[src/rtl/adc_input_capture.sv]
// Capture controller: collects dsize samples (ADC or internal ramp) into a small
// FIFO and emits them as one AXI4-Stream packet with tlast on the final sample.
module adc_input_capture #(
  parameter int DW         = 16,
  parameter int FIFO_DEPTH = 16
) (
  input  logic          ACLK,
  input  logic          ARESETN,
  input  logic [31:0]   dsize,
  input  logic          cr_test,
  input  logic          cr_start,
  input  logic [DW-1:0] adc_data,
  input  logic          adc_valid,
  output logic [DW-1:0] m_axis_tdata,
  output logic          m_axis_tvalid,
  input  logic          m_axis_tready,
  output logic          m_axis_tlast,
  output logic          busy,
  output logic          done,
  output logic          overflow
);
  localparam int AW = $clog2(FIFO_DEPTH);
  localparam logic [AW:0] FULL_CNT = (AW+1)'(FIFO_DEPTH);

  typedef enum logic [1:0] {IDLE, CAPTURE, DRAIN} state_t;

  state_t        state_reg, state_next;
  logic [31:0]   size_q, push_cnt_reg;
  logic          test_q;
  logic [DW-1:0] ramp_reg;
  logic          done_reg, overflow_reg;

  logic [DW:0]   mem [FIFO_DEPTH];
  logic [AW-1:0] wr_ptr_reg, rd_ptr_reg;
  logic [AW:0]   count_reg;

  logic          start_ok, sample_ev, fifo_full, fifo_empty;
  logic          push, pop, push_last, head_last;
  logic [DW-1:0] sample;

  assign start_ok   = (state_reg == IDLE) && cr_start && (dsize != '0);
  assign sample_ev  = (state_reg == CAPTURE) && adc_valid;
  // Full is judged on registered occupancy, so a same-cycle pop never frees a slot.
  assign fifo_full  = (count_reg == FULL_CNT);
  assign fifo_empty = (count_reg == '0);
  assign push       = sample_ev && !fifo_full;
  assign push_last  = (push_cnt_reg == size_q - 32'd1);
  assign sample     = test_q ? ramp_reg : adc_data;
  assign head_last  = mem[rd_ptr_reg][DW];
  assign pop        = m_axis_tvalid && m_axis_tready;

  assign m_axis_tvalid = !fifo_empty;
  assign m_axis_tdata  = fifo_empty ? '0 : mem[rd_ptr_reg][DW-1:0];
  assign m_axis_tlast  = !fifo_empty && head_last;
  assign busy          = (state_reg != IDLE);
  assign done          = done_reg;
  assign overflow      = overflow_reg;

  always_comb begin
    state_next = state_reg;
    case (state_reg)
      IDLE:    if (start_ok) state_next = CAPTURE;
      CAPTURE: if (push && push_last) state_next = DRAIN;
      DRAIN:   if (pop && head_last) state_next = IDLE;
      default: state_next = IDLE;
    endcase
  end

  always_ff @(posedge ACLK or negedge ARESETN) begin
    if (!ARESETN) begin
      state_reg    <= IDLE;
      size_q       <= '0;
      test_q       <= 1'b0;
      push_cnt_reg <= '0;
      ramp_reg     <= '0;
      done_reg     <= 1'b0;
      overflow_reg <= 1'b0;
    end else begin
      state_reg <= state_next;
      if (start_ok) begin
        size_q       <= dsize;
        test_q       <= cr_test;
        push_cnt_reg <= '0;
        ramp_reg     <= '0;
        done_reg     <= 1'b0;
        overflow_reg <= 1'b0;
      end else begin
        if (sample_ev) ramp_reg <= ramp_reg + DW'(1);
        if (push) push_cnt_reg <= push_cnt_reg + 32'd1;
        if (sample_ev && fifo_full) overflow_reg <= 1'b1;
        if ((state_reg == DRAIN) && pop && head_last) done_reg <= 1'b1;
      end
    end
  end

  // Buffer contents need no reset: the occupancy counter alone marks them stale.
  always_ff @(posedge ACLK) begin
    if (push) mem[wr_ptr_reg] <= {push_last, sample};
  end

  always_ff @(posedge ACLK or negedge ARESETN) begin
    if (!ARESETN) begin
      wr_ptr_reg <= '0;
      rd_ptr_reg <= '0;
      count_reg  <= '0;
    end else begin
      if (push) wr_ptr_reg <= wr_ptr_reg + AW'(1);
      if (pop)  rd_ptr_reg <= rd_ptr_reg + AW'(1);
      case ({push, pop})
        2'b10:   count_reg <= count_reg + (AW+1)'(1);
        2'b01:   count_reg <= count_reg - (AW+1)'(1);
        default: count_reg <= count_reg;
      endcase
    end
  end
endmodule

[config.mk]
export PLATFORM = sky130hd
export DESIGN_NAME = adc_input_capture
export DESIGN_NICKNAME = d
export VERILOG_FILES = /design/src/rtl/adc_input_capture.sv
export SDC_FILE = /design/constraint.sdc
export NUM_CORES = 1
export LEC_CHECK = 0
export ABC_AREA = 1
export CORE_UTILIZATION = 61
export DETAILED_ROUTE_END_ITERATION = 6
export PLACE_DENSITY_LB_ADDON = 0.15
export SKIP_LAST_GASP = 1
export SYNTH_ARGS = -nofsm -noshare
export SYNTH_HDL_FRONTEND = slang
export SYNTH_SLANG_ARGS = --single-unit
[constraint.sdc]
create_clock -name ACLK -period 4 [get_ports ACLK]
set_input_delay 0.6 -clock ACLK [delete_from_list [all_inputs] [get_ports ACLK]]
set_output_delay 0.6 -clock ACLK [all_outputs]
set_load 0.01 [all_outputs]
# After elaboration in Yosys (flattened, before gate mapping)
# Memory sizes are Yosys's and may differ from the RTL's.
# Cells that the tools add are included.
# totals
ram_bits	272
output_inout_bits	21
reg_bits	98
wordCells	67
mem_count	1
input_bits	54
# op_classes
n_eq_ne	9
n_mux	17
n_reduce_logical	23
addsub	7
# mem_list
name	words	width	rd	rd_ports_with_merged_regs	write_ports	line	rtl
mem	16	17	1	0	1	33	logic [DW:0] mem [FIFO_DEPTH];
# op_table
operator	count
$mux W16	4
$mux W32	2
$add A32 B1 Y32 const B	1
$eq A32 B32 Y1	1
$reduce_bool A32 Y1	1
$sub A32 B1 Y32 const B	1
$add A16 B1 Y16 const B	1
$reduce_bool A2 Y1	6
$logic_and A1 B1 Y1	11
$pmux W5 S2	1
$add A4 B1 Y4 const B	2
$mux W1	6
$mux W2	3
$pmux W2 S3	1
$add A5 B1 Y5 const B	1
$eq A5 B5 Y1 const B	1
$logic_not A5 Y1	1
$sub A5 B1 Y5 const B	1
$eq A2 B1 Y1 const B	2
$eq A2 B2 Y1 const B	2
$ne A2 B2 Y1 const B	2
$reduce_and A3 Y1	1
$logic_not A1 Y1	2
$logic_not A2 Y1	1
$ne A2 B1 Y1 const B	1

# Depth between registers and ports, before layout
# depth
ltp_word	7
depth_mapped	18
mapped_depth_nobuf	17

# Worst setup path after synthesis
# No wires, ideal clock.
# synth_path
kind	reg2reg
from	register size_q[0]
to	memory mem[0][16] in the netlist's numbering, data pin
t_required_ns	3.622
n_path_buf	1
setup_slack_ns	1.115
synth_period_minus_slack_ns	2.885
setup_time_ns	0.378
arrival_ns	2.508
path_stages_with_launch	14
cell_sequence	dfrtp_1 inv_1 ha_1 nand2_2 nor2_4 buf_6 nand3_4 nor2_2 nand3b_1 nand2_1 nand2_1 inv_2 nand2_1 nor4_1
# synth_between
elab_chain_cells	2
# synth_rtl
item	line	rtl
start, declared	28	logic [31:0] size_q, push_cnt_reg;
start signal, assigned	81	size_q <= dsize;
$sub A32 B1 Y32	47	assign push_last = (push_cnt_reg == size_q - 32'd1);
$eq A32 B32 Y1	47	
via push_last	38	logic push, pop, push_last, head_last;
end, declared	33	
# The timed path passes the listed nets, and every way through them passes these cells.

# Worst setup path after layout
# layout_path
from	register rd_ptr_reg[0]
to	output m_axis_tdata[11]
# layout_between
elab_chain_cells	2
# layout_rtl
item	line	rtl
start, declared	34	logic [AW-1:0] wr_ptr_reg, rd_ptr_reg;
start signal, assigned	108	if (pop) rd_ptr_reg <= rd_ptr_reg + AW'(1);
$mem_v2 Z16 W17	n/a	
$mux W16	53	assign m_axis_tdata = fifo_empty ? '0 : mem[rd_ptr_reg][DW-1:0];
end, declared	14	output logic [DW-1:0] m_axis_tdata,
# No other way between the ends.

==> results.toml <==
[route]
via_per_inst = 5.94
via_count = 13100
drcViolationCount = 0
wl_mm = 43.7
drt_iter0_drc = 1311
drt-pass1-iter-count = 5
post_drt_wl_per_cell_um = 19.8
ant_nets = 0

[global_routing]
grt_pass1_vias = 12700
antenna_found_initial = 0
grt_overflow_total = 0
grt_max_degree = 139
grt_pass1_wl_mm = 67.9
track_usage = 0.309

[placed_design]
pre_cts_ws_ns = 0.797
io_buffers = 74
gp_congestion = 0.913
placed_area_um2 = 18600
dp_hpwl_mm = 29.2

[clocking]
cts_buffers = 37
clk_latency_ns = 0.54
clock_sinks = 370
cts_hold_buf = 0
cts_tree = "done"
clk_path_buf_depth = 3
path_clk_slew_ns = 0.07
cts_resized = 0
clockRootBuffer = "clkbuf_16"
htree_levels = 2
postCtsSetupBuffers = 0

[layout]
n_fill_cell = 2089
nNetsFinal = 1865
drive_above_1_share = 0.0974
area_growth_pct = 15.0
multi_input_area_um2 = 5890
num_antenna_cells = 0
final_cell_mix = "nand2_1 (295), edfxtp_1 (272), nor2_1 (269)"
largest_register_ffs = 272
regArea_um2 = 10600
final_common_cell = "nand2_1"
final_area_um2 = 19800

[critical_path]
r2r_setup_slack_ns = 1.16
worstPathArrival_ns = 3.18
slowest_delay_ns = 0.60
crit_required_ns = 3.40
cp_slowest_cell = "clkdlybuf4s50_1"
cp-end-kind = "output port"
worstReg2RegEnd = "count_reg[4]"
critical_path_class = "reg -> out"
crit_fanout = 67
reg2reg_from = "count_reg[1]"
path_cells = "clkinv_2, buf_12, buf_4, o21ai_0, o221ai_1, nand3_1, a21oi_1, clkdlybuf4s50_1"
worst_setup_path_start_kind = "flop"
setup.worst_path.end = "m_axis_tdata[11]"
worstSetupStartpoint = "rd_ptr_reg[0]"
cp.depth = 8
crit_buf_inv = 4
reg2regPathDepth = 13
cp_top_family = "buffers and inverters"

[synthesis]
seq_area_frac_synth = 0.617
syn_area_um2 = 17200
netlist_instances = 1714
syn-num-nets = 1781
ys.flop_type = "edfxtp_1"
synthArstFlopShare = 0.265
yosys_warnings = 0
synth_edf_count = 272
avgSynthCellArea_um2 = 10.0
synth-seq-cells = 370
yosysUniqueCellTypes = 44

[sta]
fin_ws_ns = 0.222
whs_ns = 0.184
period_share = 0.944
fmax_mhz = 265
slew_headroom = 0.157
min_period_ns = 3.78
hold_viol_final = 0
tns_ns = 0
worstMarginPinSlew_ns = 1.26
rsz0062_at_grt = "false"
finClkSkew_ns = 0.0202
setup_violations = 0
maxSlewViolCount = 0

[floorplanning]
placement_rows = 61
die_x_um = 170
initial_utilization = 0.619
io_pins = 75
fp.dieArea_um2 = 28900
core_um2 = 27800
fp.dieH_um = 170

[pwr]
p_per_area_nw_per_um2 = 750
power_leakage_nw = 7.40
ir_worst_vdd_mv = 0.457

[job]
maxCapViolCount = 0

[run_status]
outcome = "complete, no violations"

[min_path]
worstHoldPathType = "in -> async"
-- area by class of cell --
class,instances,area share
Multi-Input combinational cell,1153,0.298
Clock inverter,20,0.0111
Timing Repair Buffer,119,0.0575
Inverter,117,0.0223
Tap cell,378,0.0239
Sequential cell,370,0.537
Clock buffer,48,0.0505
-- cell families after synthesis --
kind of cell	after synthesis	synth area share
and+or+nand+nor	770	0.196
AOI/OAI and AO/OA	314	0.105
muxes	1	0.000655
xor gates and xnor gates	55	0.0280
adders and majority gates	13	0.00989
buffers and inverters	191	0.0433
DFF	370	0.617
-- how the worst min path moves through the flow --
| stage | cells after the start | to | startpoint | slack (ns) |
|---|---|---|---|---|
| floorplan | 0 | count_reg[0] | ARESETN | 0.30 |
| global placement | 2 | done | done | 0.49 |
| detailed placement | 2 | done | done | 0.48 |
| CTS | 1 | wr_ptr_reg[2] | ARESETN | 0.20 |
| global route | 1 | ramp_reg[12] | ARESETN | 0.25 |
| finish | 1 | test_q | ARESETN | 0.18 |
-- power by group --
| group | total [mW] | leakage, nW | switching, mW | internal (mW) |
|---|---|---|---|---|
| sequential | 5.66 | 3.73 | 0.515 | 5.15 |
| clock | 3.46 | 0.596 | 1.47 | 1.99 |
| combinational | 5.71 | 3.08 | 3.80 | 1.91 |
-- metal layers --
metal	wire (um)	track usage	vias to the layer above
li1	-	-	6109
met1	17300	0.386	6329
met2	21900	0.538	548
met3	2720	0.0407	114
met4	1730	0.137	0
met5	0	0	-
-- cell usage after synthesis, types with 2 or more instances --
cell type  number  area share
nand2_2         8      0.0029
buf_1           7      0.0015
nor2_8          2      0.0023
dfrtp_1        98        0.14
a31oi_1         5      0.0018
inv_1         101       0.022
xnor2_1        20       0.010
nor4_2          2      0.0015
nor2_2          9      0.0033
clkbuf_1       52       0.011
or2_1           3      0.0011
nor4_1         19      0.0069
edfxtp_1      272        0.47
nand3_2         3      0.0017
nor2_4          7      0.0046
nand3_1        75       0.022
nor3_1         31      0.0090
nand4_1        13      0.0047
clkinv_1        5      0.0011
o221ai_1       50       0.025
xor2_1         35       0.018
ha_1           12      0.0087
nor3_2          5      0.0029
o22ai_1        18      0.0065
o21ai_0       178       0.052
nor2_1        285       0.062
nand3b_1        8      0.0035
o21ai_1        16      0.0047
buf_2          13      0.0038
nand2_1       295       0.064
a21oi_1        43       0.013
nand2_4         2      0.0013
inv_2          11      0.0024
-- per-stage QoR --
step	instances	power, mW	util
after floorplan	1714	9.15	-
after global placement	2137	11.1	0.668
after detailed placement	2137	11.3	0.668
after CTS	2205	14.8	0.712
after global routing	2205	15.6	0.712
final	2205	14.8	0.712
No activity file was read; power rests on OpenSTA's default activity.
